===== src/rtl/cpu_pkg.sv =====
// Shared CPU definitions: reset vector, instruction width and fetch-state encoding.
package cpu_pkg;

  localparam int unsigned INSTR_W = 32;
  localparam logic [INSTR_W-1:0] RESET_PC = 32'h0000_3000;
  localparam int unsigned PC_STEP = 4;

  typedef enum logic [0:0] {
    FETCH = 1'b0,
    FLUSH = 1'b1
  } fetch_state_e;

endpackage


===== src/rtl/ifetch_buf.sv =====
// Synchronous FIFO for fetched {instruction, pc} entries; flush empties it in one cycle.
module ifetch_buf #(
  parameter int unsigned DEPTH = 2,
  parameter int unsigned W     = 64
) (
  input  logic                       clk,
  input  logic                       reset,
  input  logic                       flush,
  input  logic                       push,
  input  logic [W-1:0]               push_data,
  input  logic                       pop,
  output logic                       valid,
  output logic [W-1:0]               head,
  output logic [$clog2(DEPTH+1)-1:0] count
);

  localparam int unsigned PTR_W = (DEPTH > 1) ? $clog2(DEPTH) : 1;
  localparam int unsigned CNT_W = $clog2(DEPTH + 1);

  logic [W-1:0]     mem [DEPTH];
  logic [PTR_W-1:0] rd_ptr;
  logic [PTR_W-1:0] wr_ptr;
  logic [CNT_W-1:0] cnt;
  logic             do_push;
  logic             do_pop;

  function automatic logic [PTR_W-1:0] ptr_inc(input logic [PTR_W-1:0] p);
    return (p == PTR_W'(DEPTH - 1)) ? '0 : p + PTR_W'(1);
  endfunction

  // A push into a full buffer is accepted only when a pop frees the head slot.
  assign do_pop  = pop && (cnt != '0);
  assign do_push = push && ((cnt != CNT_W'(DEPTH)) || do_pop);

  always_ff @(posedge clk or negedge reset) begin
    if (!reset) begin
      rd_ptr <= '0;
      wr_ptr <= '0;
      cnt    <= '0;
    end else if (flush) begin
      rd_ptr <= '0;
      wr_ptr <= '0;
      cnt    <= '0;
    end else begin
      if (do_push) wr_ptr <= ptr_inc(wr_ptr);
      if (do_pop)  rd_ptr <= ptr_inc(rd_ptr);
      cnt <= cnt + CNT_W'(do_push) - CNT_W'(do_pop);
    end
  end

  // Storage needs no reset: entries are only read while cnt says they are valid.
  always_ff @(posedge clk) begin
    if (do_push && !flush) mem[wr_ptr] <= push_data;
  end

  assign valid = (cnt != '0);
  assign head  = mem[rd_ptr];
  assign count = cnt;

endmodule


===== src/rtl/ifetch_unit.sv =====
// Instruction fetch unit: in-order request/response fetch with redirect flush.
// Optional macro IFETCH_ALIGN_CHECK_EN enables the misaligned-redirect pulse.
module ifetch_unit
  import cpu_pkg::*;
#(
  parameter int unsigned WIDTH     = INSTR_W,
  parameter int unsigned BUF_DEPTH = 2
) (
  input  logic             clk,
  input  logic             reset,
  output logic             imem_req_valid,
  input  logic             imem_req_ready,
  output logic [WIDTH-1:0] imem_req_addr,
  input  logic             imem_rsp_valid,
  input  logic [WIDTH-1:0] imem_rsp_data,
  input  logic             redirect_valid,
  input  logic [WIDTH-1:0] redirect_pc,
  output logic             inst_valid,
  input  logic             inst_ready,
  output logic [WIDTH-1:0] inst_data,
  output logic [WIDTH-1:0] inst_pc,
  output logic             misalign_err
);

  localparam int unsigned OUT_W   = $clog2(BUF_DEPTH + 1);
  localparam int unsigned SUM_W   = OUT_W + 1;
  localparam int unsigned ENTRY_W = 2 * WIDTH;

  fetch_state_e     state_q, state_d;
  logic [WIDTH-1:0] fpc_q, fpc_d;
  logic [WIDTH-1:0] rsp_pc_q, rsp_pc_d;
  logic [OUT_W-1:0] out_q, out_d;
  logic [OUT_W-1:0] occ;
  logic             req_valid;
  logic             req_hs;
  logic             rsp_take;
  logic             push;
  logic             pop;
  logic [WIDTH-1:0] redirect_aligned;
  logic [ENTRY_W-1:0] buf_head;

  assign redirect_aligned = redirect_pc & ~WIDTH'(3);
  assign pop              = inst_valid && inst_ready;

  // Next-state, counters and fetch PC; redirect overrides everything else.
  always_comb begin
    state_d   = state_q;
    fpc_d     = fpc_q;
    rsp_pc_d  = rsp_pc_q;
    push      = 1'b0;
    req_valid = reset && (state_q == FETCH) &&
                ((SUM_W'(out_q) + SUM_W'(occ)) < SUM_W'(BUF_DEPTH));
    req_hs    = req_valid && imem_req_ready;
    rsp_take  = imem_rsp_valid && (out_q != '0);
    out_d     = out_q + OUT_W'(req_hs) - OUT_W'(rsp_take);

    if (req_hs) fpc_d = fpc_q + WIDTH'(PC_STEP);

    case (state_q)
      FETCH: begin
        if (rsp_take) begin
          push     = 1'b1;
          rsp_pc_d = rsp_pc_q + WIDTH'(PC_STEP);
        end
      end
      FLUSH: begin
        if (out_d == '0) state_d = FETCH;
      end
      default: state_d = FETCH;
    endcase

    if (redirect_valid) begin
      push     = 1'b0;
      fpc_d    = redirect_aligned;
      rsp_pc_d = redirect_aligned;
      state_d  = (out_d != '0) ? FLUSH : FETCH;
    end
  end

  always_ff @(posedge clk or negedge reset) begin
    if (!reset) begin
      state_q  <= FETCH;
      fpc_q    <= WIDTH'(RESET_PC);
      rsp_pc_q <= WIDTH'(RESET_PC);
      out_q    <= '0;
    end else begin
      state_q  <= state_d;
      fpc_q    <= fpc_d;
      rsp_pc_q <= rsp_pc_d;
      out_q    <= out_d;
    end
  end

  ifetch_buf #(
    .DEPTH (BUF_DEPTH),
    .W     (ENTRY_W)
  ) u_buf (
    .clk       (clk),
    .reset     (reset),
    .flush     (redirect_valid),
    .push      (push),
    .push_data ({imem_rsp_data, rsp_pc_q}),
    .pop       (pop),
    .valid     (inst_valid),
    .head      (buf_head),
    .count     (occ)
  );

  assign imem_req_valid = req_valid;
  assign imem_req_addr  = fpc_q;
  assign inst_data      = buf_head[ENTRY_W-1:WIDTH];
  assign inst_pc        = buf_head[WIDTH-1:0];

`ifdef IFETCH_ALIGN_CHECK_EN
  // One-cycle pulse for a redirect target that is not word aligned.
  always_ff @(posedge clk or negedge reset) begin
    if (!reset) misalign_err <= 1'b0;
    else        misalign_err <= redirect_valid && (redirect_pc[1:0] != 2'b00);
  end
`else
  assign misalign_err = 1'b0;
`endif

endmodule

===== config.mk =====
export PLATFORM = sky130hd
export DESIGN_NAME = ifetch_unit
export DESIGN_NICKNAME = d
export VERILOG_FILES = /design/src/rtl/cpu_pkg.sv /design/src/rtl/ifetch_buf.sv /design/src/rtl/ifetch_unit.sv
export SDC_FILE = /design/constraint.sdc
export NUM_CORES = 1
export LEC_CHECK = 0
export CORE_ASPECT_RATIO = 0.75
export CORE_MARGIN = 4
export CORE_UTILIZATION = 56
export CTS_CLUSTER_DIAMETER = 150
export DETAILED_ROUTE_END_ITERATION = 8
export PLACE_DENSITY = 0.86
export SLEW_MARGIN = 20
export SYNTH_ARGS = -nofsm -noshare
export SYNTH_HDL_FRONTEND = slang
export SYNTH_SLANG_ARGS = --single-unit
export TNS_END_PERCENT = 20

===== constraint.sdc =====
create_clock -name clk -period 9.1 [get_ports clk]
set_input_delay 0.91 -clock clk [delete_from_list [all_inputs] [get_ports clk]]
set_output_delay 0.91 -clock clk [all_outputs]
set_load 0.02 [all_outputs]

-- Yosys cells after proc, flatten, opt, wreduce, memory -nomap -nowiden
Memory sizes are Yosys's and may differ from the RTL's.
Cells that the tools add are included.
- add/sub/neg operators: 9
- eq/ne operators: 2
- $lt $le $gt $ge: 1
- reduce and logical (&&, ||, !) cells: 19
- mux-type cells: 21
- bitwise operators: 1
- operators with widths (operator ; number):
    $mux W32 ; 5
    $add A32 B3 Y32 const B ; 2
    $mux W1 ; 15
    $reduce_bool A2 Y1 ; 7
    $logic_and A1 B1 Y1 ; 8
    $add A2 B1 Y2 ; 2
    $ne A2 B2 Y1 const B ; 2
    $sub A2 B1 Y2 ; 2
    $add A2 B2 Y3 ; 1
    $lt A3 B2 Y1 const B ; 1
    $add A1 B1 Y1 const B ; 2
    $logic_not A2 Y1 ; 1
    $mux W2 ; 1
    $reduce_and A2 Y1 ; 1
    $logic_not A1 Y1 ; 1
    $logic_or A1 B1 Y1 ; 1
    $not A1 Y1 ; 1
- memory bits (writable): 128
- bits in registers: 71
- input bits: 70
- logic and storage cells: 61
- memories kept: 1
- memory list (name ; depth ; width ; rd ports ; clocked after Yosys merged registers in ; write ports ; RTL line ; text):
    u_buf.mem ; 2 ; 64 ; 1 ; 0 ; 1 ; ifetch_buf.sv:20 ; logic [W-1:0] mem [DEPTH];

-- Logic depth before layout (Yosys ltp)
Gate-level depths: netlist of the first run.
- word-level depth: 10
- depth in mapped cells: 11

-- Modules after synthesis
From an unflattened synthesis of the first run, not the netlist that was laid out.
- cells, all modules: 657
- area, all modules: 8784.7 um^2
- by module, submodules not included (module ; area each (um^2) ; cells each ; sequential area each (um^2) ; instances):
    ifetch_buf ; 4858.4 ; 221 ; 3943.8 ; 1
    ifetch_unit ; 3926.3 ; 436 ; 1581.5 ; 1

-- Worst setup path after synthesis of the first run
OpenSTA, ideal clock, no wires.
- path kind: in2reg
- from: input redirect_valid
- to: memory u_buf.mem[0][10] (enable)
- buffers on the path: 1
- cell stages on the path: 3
- arrival: 4.373 ns
- required time: 8.609 ns
- setup slack: 4.236 ns
- path through: clkbuf_1 > nor4_1 > nor2b_1
- cells in the longest elaborated chain, start to end: 5
- elaborated cells between the ends (all ways): 6
- ends and longest elaborated chain (element ; RTL line ; text):
    from (decl) ; ifetch_unit.sv:16 ; input logic redirect_valid,
    $mux W1 ; ifetch_unit.sv:72 ; if (redirect_valid) begin
    $logic_and A1 B1 Y1 ; ifetch_buf.sv:33 ; assign do_push = push && ((cnt != CNT_W'(DEPTH)) || do_pop);
    $logic_and A1 B1 Y1 * ; ifetch_buf.sv:53 ; if (do_push && !flush) mem[wr_ptr] <= push_data;
    $mux W1 * ; ifetch_buf.sv:53 ;
    $mux W1 (implied by the code) * ; ifetch_buf.sv:53 ;
    to (decl) ; ifetch_buf.sv:20 ;
Mark *: on every way between the ends. The rest lies on a longest branch, timed or not.

-- Worst setup path after layout of the first run
- from: input reset
- to: output imem_req_valid
- cells in the longest elaborated chain, start to end: 2
- ends and longest elaborated chain (element ; RTL line ; text):
    from (decl) ; ifetch_unit.sv:10 ; input logic reset,
    $logic_and A1 B1 Y1 (2 in series) ; ifetch_unit.sv:51 ; req_valid = reset && (state_q == FETCH) &&
    to (decl) ; ifetch_unit.sv:11 ; output logic imem_req_valid,
No other way between the ends.

==> results of run 1 <==
-- layout by cell type (no fill, tap or decap), types with 11 or more instances in the layout --
cell / Yosys / layout
nand4_1: 19 / 19
nand2_1: 26 / 26
xor2_1: 25 / 25
dfrtp_1: 63 / 62
nand3_1: 34 / 34
mux2_2: 96 / 96
nor2_1: 15 / 15
xnor2_1: 31 / 31
inv_1: 11 / 11
clkdlybuf4s50_1: 0 / 160
clkbuf_16: 0 / 17
edfxtp_1: 124 / 124
-- power by group --
| group | switching, mW | internal, mW | total (mW) |
|---|---|---|---|
| sequential | 0.0874 | 1.03 | 1.11 |
| clock | 0.339 | 0.442 | 0.781 |
| combinational | 0.366 | 0.375 | 0.742 |
-- kinds of logic after synthesis --
kind of cell,count (synthesis),share of synthesized area (%)
muxes,99,13.3
xor gates and xnor gates,56,5.89
DFF,191,64.9
AOI/OAI and AO/OA,38,3.05
and+or+nand+nor,139,9.65
adders and majority gates,7,1.14
buffers and inverters,36,1.92
other,1,0.0451
-- final cells by class --
type	count	area, um^2	share of cell area (%)
well taps	200	250	2.33
clock inverters	15	196	1.83
flip-flops and latches	191	5410	50.3
multi-input cells	344	2780	25.9
inverters	12	45.0	0.419
clock buffers	17	425	3.95
repair buffers	167	1650	15.4
-- synth_stat cells (all sizes together), types with 3 or more instances --
library cell	n	area [um^2]
xor2	25	219
inv	11	41.3
nor4	8	90.1
mux2	96	1080
nand2	27	104
ha	6	75.1
edfxtp	124	3720
a21boi	11	82.6
o21ai	11	55.1
nor2	15	56.3
clkbuf	10	37.5
dfrtp	63	1580
nand3	34	170
and3	8	50.1
buf	14	77.6
mux2i	3	30.0
nand2b	5	31.3
nor3	7	45.0
o311ai	3	26.3
dfstp	4	105
xnor2	31	272
a31oi	4	25.0
a21oi	3	15.0
nand4	19	119
and2	4	25.0
-- routing by layer --
metal	global-route usage, %	part of all wire [%]
met2	35.5	46
met1	31.6	43
met3	6.63	8.9
met4	8.35	1.8
met5	0	0
-- registers in the layout, summed over array words and instances (netlist names) --
| register | cells |
|---|---|
| u_buf.rd_ptr | 1 |
| u_buf.mem | 124 |
| u_buf.count | 2 |
| state_q | 1 |
| imem_req_addr | 30 |
| out_q | 2 |
| u_buf.wr_ptr | 1 |
| rsp_pc_q | 30 |
-- per-stage QoR --
step	power (mW)	hold slack [ps]
after floorplan	1.55	462
after global placement	1.85	477
after detailed placement	1.87	501
after CTS	2.65	512
after global routing	2.75	531
final	2.64	516
-- worst paths after layout --
kind,from,end,cells after the start
hold reg to reg,rsp_pc_q[31],u_buf.mem[1][31],0
hold / removal,rsp_pc_q[31],u_buf.mem[1][31],0
setup reg to reg,out_q[0],imem_req_addr[30],7
max in group asynchronous,reset,u_buf.rd_ptr,2
min in group asynchronous,reset,imem_req_addr[10],2
setup / recovery,reset,imem_req_valid,4
==> run summary, run 1 <==
Worst VDD drop: 0.154 mV
CP startpoint kind: input pin
Hold Vio Cnt, Final: 0
Initial antenna violation count: 0
WL/cell: 19.9 um
Worst Slack Setup Final: 5340 ps
Number of synthesized flops with an enable pin: 124
# DRC: 0
Crit path max-delay family: buffers and inverters
Final ANT Viol Nets: 0
Post-synthesis sequential area ratio: 64.9%
DR iter-0 viols: 358
Largest stage delay on the critical path: 700 ps
Non-filler cells, final: 946
Detailed-route vias per instance: 5.64
P&R area growth vs syn: 29.2%
Root Buffer: clkbuf_16
Final instance area: 0.0108 mm^2
Post-synthesis cell type count: 51
Synth warn: 0
RSZ-0062 raised after global routing: no
CP Data Required Time: 8190 ps
Via count: 5337
Final core area utilization: 74.2%
Clk_lat worst skew: 440 ps
Vias in the first global route: 5663
Cts bufs inserted: 17
Period utilization: 41.3%
Max Cap Viol: 0
Status: complete, no violations
Placed cell count: 914
Hpwl dp: 12700 um
Flop2flop setup slack: 6040 ps
Crit path cell chain: buf_2, buf_4, nor4b_1, clkdlybuf4s50_1
Initial Utilization: 57.4%
Tmin final: 3760 ps
# IOs: 169
Worst setup EP type: primary output
PostCTS Resize Cnt: 0
Largest net degree at the start of global routing: 70
Filler instances: 900
Min-Delay Path Class: reg2reg
Critical path class: in2out
Post-Route WL: 18800 um
Post-layout net count: 810
Core box area: 0.0145 mm^2
CTS max path bufs: 2
Flops & latches, synth: 191
RePlAce Congestion: 0.873
Slowest-stage cell, CP: clkdlybuf4s50_1
Final Max Tran Viols: 0
Reg clk slew, reported paths: 70 ps
Ys flop type: edfxtp_1
Asr flop ratio synth: 35.1%
Avg Cell Area, Syn: 14.7 um^2
First-pass GRT wire length: 29900 um
Post-DP Area: 0.0101 mm^2
Die Ht: 114 um
Lkg Pwr: 3.81 nW
Grt ovf: 0
Hold buffer count at cts: 0
Sum of buffers and inverters on the critical path: 3
Pre-CTS WS: 5290 ps
Max Freq: 266 MHz
IO buf count: 161
Die X: 149 um
Total track usage: 23.0%
Die area: 0.0169 mm^2
Clock tree from TritonCTS: built
H-tree depth: 4
# rows: 38
Mapped cell area: 0.00832 mm^2
Normalized max-slew margin: 28.0%
Antenna cell count: 0
Slew @ Worst Pin: 1070 ps
Clk sinks: 191
CP max FO: 69
Worst Clk Skew: 8.93 ps
TNS Setup: 0 ps
Cells after synthesis: 567
Final setup fails: 0
Postcts setup bufs: 0
Crit path DAT: 2850 ps
Share of layout cells above drive strength 1: 20.6%
First-pass iteration count of the detailed router: 4
Power density cells: 245 mW/mm^2
No activity file was read; power rests on OpenSTA's default activity.
==> run 2, diff against run 1 <==
Settings changed: CORE_UTILIZATION 56 to 47, PLACE_DENSITY 0.86 to 0.77.
Clock period 9.1 ns to 3.05 ns, I/O delays scaled along.
==> run summary, run 2 (synthesis results as in run 1) <==
Status: complete, no violations
Switching Share: 30.4% (+0.28 points)
Pwr Total: 7.79 mW (+200%)
CTS max path bufs: 2 (unchanged)
First-pass iteration count of the detailed router: 5 (+1)
CP startpoint kind: register
Core box area: 0.0171 mm^2 (+18%)
Slew @ Worst Pin: 776 ps (-296 ps)
Most frequent cells in the layout: clkdlybuf4s50_1 (160), edfxtp_1 (124), mux2_2 (96)
Worst Clk Skew: 6.64 ps (-2.29 ps)
Cts bufs inserted: 17 (unchanged)
Logic pwr share: 29.1% (+1.0 points)
Max FFs per register: 124 (unchanged)
Final setup fails: 0 (unchanged)
Reg clk slew, reported paths: 70 ps (about the same)
Power density cells: 715 mW/mm^2 (+190%)
Postcts setup bufs: 0 (unchanged)
Max Freq: 349 MHz
Final ANT Viol Nets: 0 (unchanged)
Die Ht: 123 um (+8.5%)
Seq pwr share: 42.5% (+0.2 points)
Clk_lat worst skew: 430 ps (about the same)
Worst VDD drop: 0.380 mV (+150%)
Lkg Pwr: 3.84 nW (+0.94%)
Tmin final: 2870 ps
Initial antenna violation count: 0 (unchanged)
Min-Delay Path Class: in2reg
WL/cell: 19.2 um (-3.5%)
TNS Setup: 0 ps (unchanged)
Period utilization: 94.0%
Antenna cell count: 0 (unchanged)
Post-layout net count: 820 (+1.2%)
Worst setup EP type: primary output
Via count: 5318 (-0.36%)
DR iter-0 viols: 362 (+1.1%)
Detailed-route vias per instance: 5.36 (-5.0%)
Net Switching: 2.36 mW (+200%)
CP max FO: 4 (-94%)
Initial Utilization: 48.7% (-8.7 points)
H-tree depth: 4 (unchanged)
Die X: 162 um (+8.7%)
RePlAce Congestion: 0.888 (+1.6%)
Most common cell after layout, fill and taps aside: clkdlybuf4s50_1
Critical path class: reg2out
Share of layout cells above drive strength 1: 21.7% (+1.0 points)
CP Data Required Time: 2740 ps (-5450 ps)
Post-Route WL: 19000 um (+1.2%)
Max Cap Viol: 0 (unchanged)
Clk sinks: 191 (unchanged)
Reg with most FFs: u_buf.mem
P&R area growth vs syn: 30.8%
Hpwl dp: 13000 um (+2.8%)
Hold Vio Cnt, Final: 0 (unchanged)
First-pass GRT wire length: 30300 um (+1.2%)
Non-filler cells, final: 992 (+4.9%)
# DRC: 0 (unchanged)
IO buf count: 161 (unchanged)
# rows: 41 (+7.9%)
Clock tree from TritonCTS: built
Largest net degree at the start of global routing: 64 (-8.6%)
# IOs: 169 (unchanged)
Vias in the first global route: 5554 (-1.9%)
Root Buffer: clkbuf_16
Placed cell count: 959 (+4.9%)
Multi-input logic area: 0.00279 mm^2 (+0.22%)
Filler instances: 1260 (+40%)
Register area: 0.00541 mm^2 (unchanged)
Normalized max-slew margin: 47.8% (+20 points)
Grt ovf: 0 (unchanged)
Die area: 0.0199 mm^2 (+18%)
Total track usage: 19.6% (-3.4 points)
Flop2flop setup slack: 310 ps (-5730 ps)
Clock Power Share: 28.4% (-1.2 points)
Crit path DAT: 2560 ps (-290 ps)
RSZ-0062 raised after global routing: no
Internal power: 5.42 mW (+190%)
Final Max Tran Viols: 0 (unchanged)
run 2: changes by cell type in the layout (fill, tap and decap cells not counted), sizes merged:
cell,before,now
buf,7,16
bufinv,3,2
clkinv,5,8
clkinvlp,1,4
dlygate4sd3,0,1
inv,18,13
run 2: cell type report:
type                            count  area share (%)
Sequential cell                   191            49.6
Tap cell                          236            2.71
Multi-Input combinational cell    344            25.6
Clock inverter                     15            1.51
Timing Repair Buffer              177            16.2
Inverter                           12           0.414
Clock buffer                       17            3.91
run 2: power by group through the flow:
stage          logic, mW  clock network (mW)  registers [mW]
2_1_floorplan       1.30                   0            3.33
3_3_place_gp        2.23                   0            3.33
3_5_place_dp        2.26                   0            3.35
4_1_cts             2.28                2.24            3.30
5_1_grt             2.42                2.36            3.35
6_report            2.27                2.21            3.31
run 2: worst max-delay path: stages, from the launching register on:
cell             delay [ps]
dfrtp_1                 410
and2_1                  160
fa_1                    490
nor4b_2                 390
clkdlybuf4s50_1         680
run 2: repair_timing:
item,4_1_cts,5_1_grt
endpoints found under the setup margin,0,1
hold buffers,1,0
hold endpoints to repair,20,0
resized for setup,0,1
run 2: path summary, 6_finish.rpt:
| kind | from | end | depth (start not counted) |
|---|---|---|---|
| setup reg to reg | u_buf.count[0] | imem_req_addr[18] | 8 |
| setup / recovery | u_buf.count[0] | imem_req_valid | 4 |
| max in group asynchronous | reset | u_buf.rd_ptr | 3 |
| min in group asynchronous | reset | u_buf.count[1] | 3 |
| hold reg to reg | rsp_pc_q[31] | u_buf.mem[1][31] | 0 |
| hold / removal | imem_rsp_data[22] | u_buf.mem[0][54] | 1 |
run 2: metal layers:
| metal | vias to the layer above | track usage [%] | wire, um |
|---|---|---|---|
| met5 | - | 0 | 0 |
| met4 | 0 | 4.49 | 223 |
| met3 | 17 | 5.26 | 1240 |
| met2 | 210 | 28.2 | 8070 |
| met1 | 2637 | 30.0 | 9510 |
| li1 | 2454 | - | - |
run 2: per-stage QoR:
step	hold WS (ps)	worst slack (ps)	cell area, um^2	utilization, %
final	454	184	10900	63.8
after global routing	440	103	10900	63.8
after CTS	440	35.9	10900	63.7
after detailed placement	419	394	10300	60.2
after global placement	400	429	10300	60.2
after floorplan	9.41	49.3	8350	-
